--- src/rtl/io_interrupt_block.sv ---
// I/O stage around the processor: byte FIFO feeding data_in with a paced,
// acknowledged interrupt pulse, plus a registered output port for data_out.
module io_interrupt_block #(
  parameter int unsigned DEPTH       = 4,
  parameter int unsigned IRQ_HOLDOFF = 8
) (
  input  logic                    clk,
  input  logic                    reset,
  input  logic [7:0]              ext_data,
  input  logic                    ext_valid,
  output logic                    ext_ready,
  input  logic                    cpu_rd,
  output logic [7:0]              data_in,
  output logic                    data_valid,
  output logic                    interrupt,
  input  logic                    irq_ack,
  input  logic                    cpu_wr,
  input  logic [7:0]              data_out,
  output logic [7:0]              port_out,
  output logic                    port_out_valid,
  output logic [$clog2(DEPTH):0]  count,
  output logic                    rd_err
);

  localparam int unsigned AW = $clog2(DEPTH);
  localparam int unsigned HW = (IRQ_HOLDOFF > 1) ? $clog2(IRQ_HOLDOFF) : 1;
  localparam logic [AW:0]   DepthC   = (AW + 1)'(DEPTH);
  localparam logic [HW-1:0] HoldLoad = HW'(IRQ_HOLDOFF - 1);

  typedef enum logic [1:0] {StIdle, StAssert, StWaitAck, StHoldoff} state_e;

  logic [7:0]    mem [DEPTH];
  logic [AW-1:0] wr_ptr_q, rd_ptr_q;
  logic [AW:0]   count_q, count_d;
  logic          push, pop;
  logic          rd_err_q;
  logic [7:0]    port_out_q;
  logic          port_out_valid_q;
  state_e        state_q, state_d;
  logic [HW-1:0] hold_q, hold_d;
  logic          interrupt_q;

  assign ext_ready  = (count_q < DepthC);
  assign data_valid = (count_q != '0);
  assign push       = ext_valid && ext_ready;
  assign pop        = cpu_rd && data_valid;
  assign data_in    = data_valid ? mem[rd_ptr_q] : 8'h00;

  always_comb begin
    count_d = count_q;
    unique case ({push, pop})
      2'b10:   count_d = count_q + 1'b1;
      2'b01:   count_d = count_q - 1'b1;
      default: count_d = count_q;
    endcase
  end

  // Storage is not reset; data_in is masked to 8'h00 while empty.
  always_ff @(posedge clk) begin
    if (push) mem[wr_ptr_q] <= ext_data;
  end

  always_ff @(posedge clk or negedge reset) begin
    if (!reset) begin
      wr_ptr_q         <= '0;
      rd_ptr_q         <= '0;
      count_q          <= '0;
      rd_err_q         <= 1'b0;
      port_out_q       <= 8'h00;
      port_out_valid_q <= 1'b0;
    end else begin
      if (push) wr_ptr_q <= wr_ptr_q + 1'b1;
      if (pop)  rd_ptr_q <= rd_ptr_q + 1'b1;
      count_q <= count_d;
      if (cpu_rd && !data_valid) rd_err_q <= 1'b1;
      if (cpu_wr) port_out_q <= data_out;
      port_out_valid_q <= cpu_wr;
    end
  end

  always_comb begin
    state_d = state_q;
    hold_d  = hold_q;
    unique case (state_q)
      StIdle:    if (data_valid) state_d = StAssert;
      StAssert:  state_d = StWaitAck;
      StWaitAck: begin
        if (irq_ack) begin
          state_d = StHoldoff;
          hold_d  = HoldLoad;
        end
      end
      StHoldoff: begin
        if (hold_q == '0) state_d = StIdle;
        else              hold_d  = hold_q - 1'b1;
      end
      default:   state_d = StIdle;
    endcase
  end

  // Interrupt comes from its own flop so the pulse is glitch-free.
  always_ff @(posedge clk or negedge reset) begin
    if (!reset) begin
      state_q     <= StIdle;
      hold_q      <= '0;
      interrupt_q <= 1'b0;
    end else begin
      state_q     <= state_d;
      hold_q      <= hold_d;
      interrupt_q <= (state_d == StAssert);
    end
  end

  assign interrupt      = interrupt_q;
  assign port_out       = port_out_q;
  assign port_out_valid = port_out_valid_q;
  assign count          = count_q;
  assign rd_err         = rd_err_q;

endmodule
--- config.mk ---
export PLATFORM = sky130hd
export DESIGN_NAME = io_interrupt_block
export DESIGN_NICKNAME = d
export VERILOG_FILES = /design/src/rtl/io_interrupt_block.sv
export SDC_FILE = /design/constraint.sdc
export NUM_CORES = 1
export LEC_CHECK = 0
export CAP_MARGIN = 0
export CORE_MARGIN = 2
export CORE_UTILIZATION = 31
export CTS_CLUSTER_SIZE = 20
export DETAILED_ROUTE_END_ITERATION = 16
export HOLD_SLACK_MARGIN = 0.12
export PLACE_DENSITY_LB_ADDON = 0.08
export SYNTH_ARGS = -nofsm -noshare
export SYNTH_HDL_FRONTEND = slang
export SYNTH_SLANG_ARGS = --single-unit
--- constraint.sdc ---
create_clock -name clk -period 2.42 [get_ports clk]
set_clock_uncertainty 0.1 [all_clocks]
set_input_delay 0.242 -clock clk [delete_from_list [all_inputs] [get_ports clk]]
set_output_delay 0.242 -clock clk [all_outputs]
set_load 0.005 [all_outputs]
## Word-level counts from Yosys, hierarchy flattened

Memory sizes are Yosys's and may differ from the RTL's.
Index checks and enable logic that the tools add are counted.

| cells by class | value |
|---|---|
| eq/ne operators | 8 |
| $lt $le $gt $ge | 1 |
| mux-type cells | 11 |
| reduce and logical (&&, ||, !) cells | 10 |
| $add $sub $neg | 5 |

Operators with widths:

| operator | number |
|---|---|
| 3-bit case mux with 2 select lines | 2 |
| 8-bit two-way mux | 1 |
| 2-bit case mux with 4 select lines | 1 |
| 2-bit by 1-bit == test with 1-bit output, second input constant | 3 |
| 2-bit == test, second input constant | 3 |
| 2-bit two-way mux | 3 |
| 3-bit two-way mux | 2 |
| 3-bit by 1-bit subtractor with 3-bit output, second input constant | 2 |
| 2-bit by 1-bit adder with 2-bit output, second input constant | 2 |
| 2-bit inequality test, second input constant | 2 |
| 2-bit nonzero test | 2 |
| 3-bit by 1-bit adder with 3-bit output, second input constant | 1 |
| 1-bit logical AND | 3 |
| 3-bit logical NOT | 1 |
| 3-bit < comparator, second input constant | 1 |
| 3-bit AND reduction | 1 |
| 3-bit nonzero test | 1 |
| 2-bit logical NOT | 1 |
| 1-bit two-way mux | 2 |
| 1-bit logical NOT | 1 |

| word-level totals | value |
|---|---|
| output and inout port bits | 24 |
| memories | 1 |
| RAM bits | 32 |
| word-level logic and storage cells | 45 |
| register bits | 23 |

Memories:

| name | words | bits a word | rd ports | clocked after Yosys merged registers in | wr ports | RTL line | RTL |
|---|---|---|---|---|---|---|---|
| mem | 4 | 8 | 1 | 0 | 1 | 32 | `logic [7:0] mem [DEPTH];` |

## Longest topological paths before layout

| logic depth | value |
|---|---|
| depth after elaboration | 4 |
| gate-level depth with buffers | 9 |
| mapped depth without buffers | 9 |

## Worst setup path before layout

No wires, ideal clock.

| timing | value |
|---|---|
| kind | reg-to-reg |
| start point | reg count_q[0], in the netlist count[0] |
| end point | reg count_q[2], in the netlist count[2] |
| required time | 2.198 ns |
| clock period less this slack | 1.826 ns |
| buffers on the path | 0 |
| stages on the path, launching flop included | 10 |
| slack | 0.594 ns |
| arrival | 1.604 ns |
| cells stage by stage | dfrtp_1 -> nor3_1 -> inv_1 -> and2_1 -> ha_1 -> inv_1 -> fa_1 -> xor2_1 -> nor2_1 -> xnor2_1 |

| between the ends | value |
|---|---|
| word-level cells in the longest chain between the ends | 4 |
| elaborated cells between the ends (all ways) | 10 |
| those cells by class | add/sub (2); order compare (1); eq/ne (2); mux (1); reduce/logical (4) |

Ends and longest elaborated chain:

| what | RTL line | RTL |
|---|---|---|
| start, declared | 34 | `logic [AW:0] count_q, count_d;` |
| start signal, assigned | 74 | `count_q <= count_d;` |
| 3-bit nonzero test * | 44 | `assign data_valid = (count_q != '0);` |
| 1-bit logical AND * | 46 | `assign pop = cpu_rd && data_valid;` |
| via pop | 35 | `logic push, pop;` |
| 2-bit by 1-bit == test with 1-bit output / 2-bit == test (equally long branches) | 51 | `unique case ({push, pop})` |
| 3-bit case mux with 2 select lines / 2-bit nonzero test (equally long branches) | - |  |

The timed path passes the listed nets; every way through them passes the cells marked *.
A chain may end at the register's enable or synchronous reset.

## Worst setup path after layout

| timing | value |
|---|---|
| start point | reg rd_ptr_q[0] |
| end point | out data_in[1] |

| between the ends | value |
|---|---|
| word-level cells in the longest chain between the ends | 2 |

Ends and longest elaborated chain:

| what | RTL line | RTL |
|---|---|---|
| start, declared | 33 | `logic [AW-1:0] wr_ptr_q, rd_ptr_q;` |
| start signal, assigned | 73 | `if (pop) rd_ptr_q <= rd_ptr_q + 1'b1;` |
| memory 4 x 8 bit | - |  |
| 8-bit two-way mux | 47 | `assign data_in = data_valid ? mem[rd_ptr_q] : 8'h00;` |
| end, declared | 13 | `output logic [7:0] data_in,` |

Every way passes these cells.

==> results.md <==
- Longest Clk Path Bufs: 2
- First-pass GRT wire length: about 7.4 mm
- Largest net degree at the start of global routing: 24
- Place WS: 236 ps
- Status: complete, no violations
- Wire per inst: ~14 um
- Most common cell in the netlist: edfxtp_1
- Post-synth top area share: a little over two fifths
- Arrival time worst endpoint: 1940 ps
- Clock Root Buffer: clkbuf_8
- Min Hold Slack: approximately 190 ps
- Initial antenna violation count: 0
- Die H: about 90 um
- Final Power: between 3 and 4 mW
- Post-Synthesis Cells: between 100 and 150
- Worst Path Required: approximately 2100 ps
- IO Pins: 46
- Met2 WL: 2.13 mm
- Synthesized Nets: approximately 180
- Top cells by area, synth: edfxtp_1 (42%), dfrtp_1 (25%), mux4_2 (7.8%), mux2_2 (3.9%), ha_1 (3.8%)
- # diodes: 0
- Horizontal die dimension: around 90 um
- FILL cells: 694
- Synth top cells by count: edfxtp_1 (32), dfrtp_1 (23), and2_1 (13)
- DR WL met3: ~150 um
- Final Instance Area: 2970 um2
- Multi-input gate area: approximately 680 um2
- Std-Cell Rows: 31
- Final estimated routing congestion in global placement: 0.684
- Drt initial violations: 59
- R2R Setup Slk: roughly 470 ps
- Cell Area, Synth: ~2300 um2
- Fin worst setup slack: about 130 ps
- Via density: roughly 4.4
- Die ar.: roughly 8100 um2
- Setup TNS: 0 ps
- DP Wirelength: 3.03 mm
- Detailed-route via count: roughly 1300
- Mean Syn Cell Area: between 15 and 20 um2
- CTS tree: done
- Layout cells sized above 1: between 10% and 20%
- Critical path type: reg -> out
- Number of global-route vias before repair: ~1500
- Final WL: 4.26 mm
- Area Growth Syn to Fin: 29.3%
- R2r endpoint: count[2]
- Power Dens Cells: a little over 1000 nW/um2
- Library cells used by synthesis: 28
- Share of async-settable or async-resettable flops after synthesis: a little over two fifths
- Worst VDD drop: around 0.50 mV
- Register Area: roughly 1500 um2
- Top sig layer: met4
- Routed Antenna Nets: 0
- Residual DRC count: 0
- CP endpoint kind: primary output
- Pre-Repair DR Iteration Count: 4
- Clock Sinks: 55
- Deepest level of the CTS H-tree: 2
- All-Layer GR Usage: roughly 12%
- Sequential share of the synthesized area: 66.9%
- Worst-path fanout max: 6
- Final Max Slew Viols: 0
- Worst slew pin tran: around 490 ps
- Synth area leader: edfxtp_1
- Crit path time final: between 2000 and 2500 ps
- Clk_lat worst skew: 300 ps
- Register-to-Register Path Depth: 9
- Post-synth top flop: edfxtp_1
- Max-Cap Viols: 0
- Relative slew slack: 67.6%
- CTS clk-pin slew, worst paths: roughly 100 ps
- CORE AREA: between 7000 and 8000 um2
- Total congestion overflow: 0
- YS warnings: 0
- HP Class: in -> async
- CTS Buf Count: 5
- Post-CTS Hold Buffers: 0
- Final #Nets: 227
- LEAKAGE: around 1.1 nW
- Setup violations, final: 0
- CP Launch Type: flop
- Fin. Hold Viols: 0
- Post-synth EDFFs: 32
- Reg2reg start: count[0]
- Tcrit/Tclk final: 94.5%
- Max Fclk: 437 MHz
- Wl on met1: slightly below 2 mm
- RSZ-0062 raised after global routing: no
- Post-placement cell area: 2870 um2
- Port buffer count: 45
- Starting density of the core: 31.8%
- FF+latch count, synth: 55
[worst max-delay path, cell delays in order, from the launching register on]
cell and delay, ps:
dfrtp_1 380, buf_6 160, mux4_2 500, and2_1 170
clkdlybuf4s50_1 430
[power by group]
| group | internal, mW | switching [mW] | total, mW |
|---|---|---|---|
| clock network | 0.208 | 0.290 | 0.498 |
| registers | 1.20 | 0.161 | 1.36 |
| logic | 0.720 | 0.473 | 1.19 |
| total | 2.13 | 0.923 | 3.05 |
[registers in the layout (all words and copies together) (netlist names)]
register and flops:
count 3, port_out 8, hold_q 3, port_out_valid 1, mem 32, rd_ptr_q 2, rd_err 1, interrupt 1
wr_ptr_q 2, state_q 2
[metrics by stage]
stage | util [%] | cells
after global routing | 41.2 | 297
after global placement | 39.8 | 289
after detailed placement | 39.8 | 289
final | 41.2 | 297
after CTS | 41.1 | 297
after floorplan | - | 147
[worst max-delay path by stage]
stage,startpoint,to,slack [ps],cells after the start
5_1_grt,rd_ptr_q[0],data_in[3],4,4
3_5_place_dp,cpu_rd,count[2],240,8
3_3_place_gp,cpu_rd,count[2],360,8
6_report,rd_ptr_q[0],data_in[1],130,4
4_1_cts,rd_ptr_q[0],data_in[4],30,4
2_1_floorplan,count[0],count[2],590,9
[logic make-up after synthesis]
family / Yosys count / share of synthesized area, %
XOR/XNOR: 6 / 2.29
AND/OR/NAND/NOR: 31 / 6.87
adder cells (fa/ha/maj): 8 / 4.69
flip-flops: 55 / 66.9
buffers and inverters: 18 / 3.38
AO/OA/AOI/OAI: 10 / 2.78
multiplexers: 19 / 13.1
[layer usage]
metal	up-vias	global-route usage, %
met5	-	0
met1	658	15.6
li1	614	-
met3	6	3.27
met2	25	18.4
met4	0	3.59
[placed cells by master, fill, tap and decap left out, types with 2 or more instances in the layout]
master           instances
a21oi_1                  3
and2_1                  13
buf_4                    4
clkbuf_8                 5
clkdlybuf4s50_1         44
clkinv_4                 2
dfrtp_1                 22
edfxtp_1                32
ha_1                     7
inv_1                   11
mux2_2                   8
mux2i_1                  3
mux4_2                   8
nand2_1                  6
nand3_1                  2
nor2_1                   7
o21ai_0                  2
xnor2_1                  4
xor2_1                   2
[final cells by class]
class                      instances  area share [%]
sequential                        55            51.8
multi-input combinational         74            23.0
timing repair buffer              50            16.6
tap                               99            4.17
clock buffer                       6            2.44
inverter                          11            1.39
clock inverter                     2           0.590
[timing repair]
item                                    CTS  global route
buffers inserted                          0             0
endpoints found under the setup margin    0             6
resized for setup                         0             3
(Power assumes the default switching activity.)
